[config.mk]
export PLATFORM = sky130hd
export DESIGN_NAME = wb_register_file
export DESIGN_NICKNAME = d
export VERILOG_FILES = /design/src/rtl/wb_register_file.sv
export SDC_FILE = /design/constraint.sdc
export NUM_CORES = 2
export LEC_CHECK = 0
export CORE_UTILIZATION = 65
export DETAILED_ROUTE_END_ITERATION = 8
export PLACE_DENSITY = 0.86
export SLEW_MARGIN = 15
export SYNTH_ARGS = -nofsm -noshare
export SYNTH_HDL_FRONTEND = slang
export SYNTH_SLANG_ARGS = --single-unit
export TNS_END_PERCENT = 30
[constraint.sdc]
create_clock -name Clk -period 8.65 [get_ports Clk]
set_input_delay 1.73 -clock Clk [delete_from_list [all_inputs] [get_ports Clk]]
set_output_delay 1.73 -clock Clk [all_outputs]
set_load 0.01 [all_outputs]
[src/rtl/wb_register_file.sv]
// Write-back stage and 32-entry architectural register file with a retired-write counter.
// Optional macro WB_BYPASS_EN enables write-first bypass on both asynchronous read ports.
module wb_register_file #(
  parameter int DATA_WIDTH  = 32,
  parameter int COUNT_WIDTH = 16
) (
  input  logic                   Clk,
  input  logic                   Reset,
  input  logic                   RegWriteIn,
  input  logic                   MoveNotZeroIn,
  input  logic                   DontMoveIn,
  input  logic                   HiOrLoIn,
  input  logic                   MemToRegIn,
  input  logic                   HiLoToRegIn,
  input  logic [DATA_WIDTH-1:0]  RHiIn,
  input  logic [DATA_WIDTH-1:0]  RLoIn,
  input  logic [DATA_WIDTH-1:0]  ZeroIn,
  input  logic [DATA_WIDTH-1:0]  ALUResultIn,
  input  logic [DATA_WIDTH-1:0]  ReadDataIn,
  input  logic [4:0]             WriteAddressIn,
  input  logic [4:0]             ReadRegister1,
  input  logic [4:0]             ReadRegister2,
  output logic [DATA_WIDTH-1:0]  ReadData1,
  output logic [DATA_WIDTH-1:0]  ReadData2,
  output logic [DATA_WIDTH-1:0]  WriteDataOut,
  output logic                   WriteEnableOut,
  output logic [COUNT_WIDTH-1:0] WriteCount
);

  logic [DATA_WIDTH-1:0]  regs_q [32];
  logic [COUNT_WIDTH-1:0] count_q;
  logic [COUNT_WIDTH-1:0] count_d;
  logic [DATA_WIDTH-1:0]  wb_data;
  logic                   wb_en;

  // Write-back value select; the HI/LO path takes priority over memory/ALU.
  always_comb begin
    wb_data = ALUResultIn;
    if (HiLoToRegIn) begin
      if (HiOrLoIn) begin
        wb_data = RHiIn;
      end else begin
        wb_data = RLoIn;
      end
    end else if (MemToRegIn) begin
      wb_data = ReadDataIn;
    end else begin
      wb_data = ALUResultIn;
    end
  end

  // Qualified enable: conditional-move resolution, $zero suppression, reset masking.
  always_comb begin
    wb_en = RegWriteIn & ~DontMoveIn & (~MoveNotZeroIn | (ZeroIn != '0))
          & (WriteAddressIn != 5'd0) & ~Reset;
  end

  always_comb begin
    count_d = count_q + COUNT_WIDTH'(1);
  end

  // Register array and retired-write counter; synchronous reset clears everything.
  always_ff @(posedge Clk) begin
    if (Reset) begin
      for (int i = 0; i < 32; i++) begin
        regs_q[i] <= '0;
      end
      count_q <= '0;
    end else if (wb_en) begin
      regs_q[WriteAddressIn] <= wb_data;
      count_q                <= count_d;
    end else begin
      count_q <= count_q;
    end
  end

  // Read port 1: $zero hardwired, optional same-cycle write-first bypass.
  always_comb begin
    ReadData1 = regs_q[ReadRegister1];
    if (ReadRegister1 == 5'd0) begin
      ReadData1 = '0;
`ifdef WB_BYPASS_EN
    end else if (wb_en && (ReadRegister1 == WriteAddressIn)) begin
      ReadData1 = wb_data;
`endif
    end else begin
      ReadData1 = regs_q[ReadRegister1];
    end
  end

  // Read port 2: same policy as port 1.
  always_comb begin
    ReadData2 = regs_q[ReadRegister2];
    if (ReadRegister2 == 5'd0) begin
      ReadData2 = '0;
`ifdef WB_BYPASS_EN
    end else if (wb_en && (ReadRegister2 == WriteAddressIn)) begin
      ReadData2 = wb_data;
`endif
    end else begin
      ReadData2 = regs_q[ReadRegister2];
    end
  end

  assign WriteDataOut   = wb_data;
  assign WriteEnableOut = wb_en;
  assign WriteCount     = count_q;

endmodule

==> results.sh <==
export IMPL_grt_pass1_wl_mm=257.5
export IMPL_syn_inst=3591
export IMPL_maxSlewViolCount=0
export IMPL_antenna_found_initial=6
export IMPL_synth_area_per_cell_um2=15.30
export IMPL_fin_cells=4976
export IMPL_hold_start="WriteCount[13]"
export IMPL_hold_class="reg -> reg"
export IMPL_r2r_end="WriteCount[13]"
export IMPL_ys_flop_type="edfxtp_1"
export IMPL_async_reset_ff_share_pct=0
export IMPL_cts_tree="built"
export IMPL_hold_viol=0
export IMPL_placedCellCount=4778
export IMPL_yosys_area_share_adder_pct=0.02277
export IMPL_core_area_um2=83690
export IMPL_groute_usage_overall_pct=42.40
export IMPL_register_area_um2=31070
export IMPL_ff2ff_setup_slack_ns=6.68
export IMPL_clock_latency_ns=0.68
export IMPL_hpwl_mm=97.49
export IMPL_drive_above_1_share_pct=26.80
export IMPL_drt_total_wl_mm=181.2
export IMPL_dr_pass1_iters=9
export IMPL_h_tree_depth=3
export IMPL_multi_input_area_um2=21790
export IMPL_root_buffer="clkbuf_16"
export IMPL_synth_edf_count=1024
export IMPL_whs_endpoint="WriteCount[13]"
export IMPL_nets=3932
export IMPL_hold_buffers=0
export IMPL_grt_overflow=0
export IMPL_synth_cell_type_count=45
export IMPL_crit_required_ns=6.92
export IMPL_vias_per_cell=7.761
export IMPL_whs_path_depth=2
export IMPL_io_buffers=295
export IMPL_timing_fmax_mhz=145.6
export IMPL_fin_ws_ns=1.781
export IMPL_setup_viol=0
export IMPL_post_route_period_util_pct=79.41
export IMPL_post_cts_buffers=0
export IMPL_crit_path_start_kind="input pin"
export IMPL_synth_simple_area_share_pct=9.556
export IMPL_num_io_pins=296
export IMPL_cts_resized=0
export IMPL_synth_warnings=0
export IMPL_leakage_nw=21.34
export IMPL_synth_xor_area_share_pct=0
export IMPL_start_util_pct=65.67
export IMPL_max_cap_violations=0
export IMPL_post_synth_instance_area_um2=54950
export IMPL_arrival_ns=5.14
export IMPL_cts_buffer_depth=3
export IMPL_cts_buffers=102
export IMPL_slew_headroom_pct=13.08
export IMPL_die_w_um=292.8
export IMPL_yosysSeqAreaShare_pct=56.54
export IMPL_vias=38621
export IMPL_num_rows=106
export IMPL_final_setup_tns_ns=0
export IMPL_worst_pin_slew_ns=1.304
export IMPL_ys_seq_elements=1040
export IMPL_rr_worst_depth=5
export IMPL_grt_pass1_vias=38846
export IMPL_syn_to_final_growth_pct=12.40
export IMPL_drtIter0Drc=7322
export IMPL_synth_compound_area_share_pct=2.163
export IMPL_post_route_drc_count=0
export IMPL_ir_drop_v=0.0001857
export IMPL_grt_max_degree=124
export IMPL_place_gp_congestion=0.8614
export IMPL_cts_sinks=1040
export IMPL_rsz0062_at_grt="false"
export IMPL_fill_cells=4480
export IMPL_die_area_um2=85710
export IMPL_place_ws_ns=1.937
export IMPL_synth_top_family_by_area="multiplexers"
export IMPL_wl_per_cell_um=36.41
export IMPL_hold_slack_ns=0.4992
export IMPL_crit_fanout=69
export IMPL_path_class="in -> out"
export IMPL_stdcell_area_um2=61770
export IMPL_reg2reg_from="WriteCount[2]"
export IMPL_synth_mux_area_share_pct=27.28
export IMPL_ant_nets=0
export IMPL_powerDensity_nw_per_um2=201.0
export IMPL_status="finished, final reports clean"
export IMPL_postPlaceCellArea_um2=58340
export IMPL_clk_pin_slew_worst_paths_ns=0.06
export IMPL_fin_crit_ns=6.869
export IMPL_die_y_um=292.8
export IMPL_end_kind="primary output"
export IMPL_skew_ns=0.002776
-- cell usage in the layout, fill, tap and decap left out, drive strengths merged, types with 2 or more instances in the layout --
cell type,count
and4,2
buf,132
a21o,64
edfxtp,1024
nor2b,5
mux2,37
nand3,7
or4,7
and3b,2
nor4,7
o31ai,6
nor3,9
nand2b,33
o21ai,4
clkinv,44
mux4,576
clkinvlp,8
a21oi,43
conb,32
dfxtp,16
and3,4
nand4,36
inv,39
bufinv,14
nor2,1034
nor3b,5
clkdlybuf4s50,281
or3,7
mux2i,160
clkbuf,121
diode,6
nand2,7
o22ai,64
-- report_power, final --
part / internal [mW] / leakage, nW / total [mW] / switching [mW]
logic: 0.796 / 9.81 / 1.80 / 1.01
registers: 5.80 / 9.87 / 5.97 / 0.167
clock network: 2.64 / 1.67 / 4.65 / 2.01
total: 9.24 / 21.3 / 12.4 / 3.18
-- Yosys cell counts (2+ instances only) --
| cell type | n | area [µm²] |
|---|---|---|
| dfxtp_1 | 16 | 320.3 |
| buf_1 | 30 | 112.6 |
| a21o_1 | 64 | 480.5 |
| o31ai_1 | 6 | 45.04 |
| or3_1 | 7 | 43.79 |
| mux2_2 | 32 | 360.4 |
| nor3b_4 | 2 | 37.54 |
| edfxtp_1 | 1024 | 30750 |
| nor3_1 | 8 | 40.04 |
| nand4_4 | 28 | 595.6 |
| nand2b_1 | 33 | 206.5 |
| nand2_1 | 7 | 26.28 |
| nor2_1 | 1013 | 3802 |
| buf_2 | 61 | 305.3 |
| buf_6 | 87 | 979.7 |
| mux4_2 | 576 | 12970 |
| nand4_2 | 2 | 25.02 |
| buf_4 | 30 | 225.2 |
| mux2_1 | 5 | 56.30 |
| a21oi_1 | 43 | 215.2 |
| mux2i_1 | 160 | 1602 |
| clkbuf_1 | 183 | 686.9 |
| nand3_1 | 7 | 35.03 |
| nand4_1 | 6 | 37.54 |
| and4_1 | 2 | 17.52 |
| o22ai_1 | 64 | 400.4 |
| and3b_1 | 2 | 17.52 |
| nor2_2 | 20 | 125.1 |
| nor3b_2 | 3 | 37.54 |
| nor4_1 | 7 | 43.79 |
| inv_1 | 34 | 127.6 |
| and3_1 | 4 | 25.02 |
| nor2b_1 | 5 | 31.28 |
| o21ai_0 | 3 | 15.01 |
| or4_1 | 7 | 52.55 |
-- registers in the layout, summed over array words and instances, names as in the netlist --
name	count
regs_q	1024
WriteCount	16
-- kinds of logic (layout without fill, tap and decap cells) --
logic type | count (synthesis) | after routing
AND/OR/NAND/NOR | 1167 | 1167
flip-flops | 1040 | 1040
multiplexers | 773 | 773
buffers and inverters | 425 | 639
AO/OA/AOI/OAI | 184 | 184
adder cells (fa/ha/maj) | 1 | 1
other | 1 | 38
-- routing by layer --
layer / up-vias / part of all wire [%] / GRT usage [%]
li1: 14162 / - / -
met1: 18560 / 29 / 51.82
met2: 4711 / 45 / 63.39
met3: 1180 / 18 / 15.84
met4: 8 / 8.2 / 28.80
met5: - / 0.024 / 0
-- stage by stage --
stage / power, mW / utilization, %
4_1_cts: 12.28 / 73.79
3_5_place_dp: 7.743 / 69.71
6_report: 12.42 / 73.81
5_1_grt: 12.57 / 73.79
2_1_floorplan: 7.043 / -
3_3_place_gp: 7.676 / 69.71
-- worst max path at each step --
stage,cells after the start,end,startpoint,slack [ns]
floorplan,6,ReadData1[0],ReadRegister1[1],3.46
CTS,7,ReadData1[16],ReadRegister1[0],1.93
global placement,7,ReadData1[16],ReadRegister1[0],1.92
finish,7,ReadData1[16],ReadRegister1[0],1.78
detailed placement,7,ReadData1[16],ReadRegister1[0],1.94
global route,7,ReadData1[16],ReadRegister1[0],1.71
-- critical path, cell delays in order --
cell             delay [ns]
buf_8                  0.57
buf_12                 0.52
mux4_2                 0.59
mux2i_1                0.64
o22ai_1                0.16
a21o_1                 0.27
clkdlybuf4s50_1        0.50
-- final cells by class --
class,count,area share [%]
sequential,1040,50.30
multi-input combinational,2157,35.28
timing repair buffer,413,6.356
clock buffer,121,4.351
tap,1134,2.297
clock inverter,71,1.183
inverter,34,0.2066
antenna,6,0.02431
Note: power is estimated with default switching activity, not from simulation.
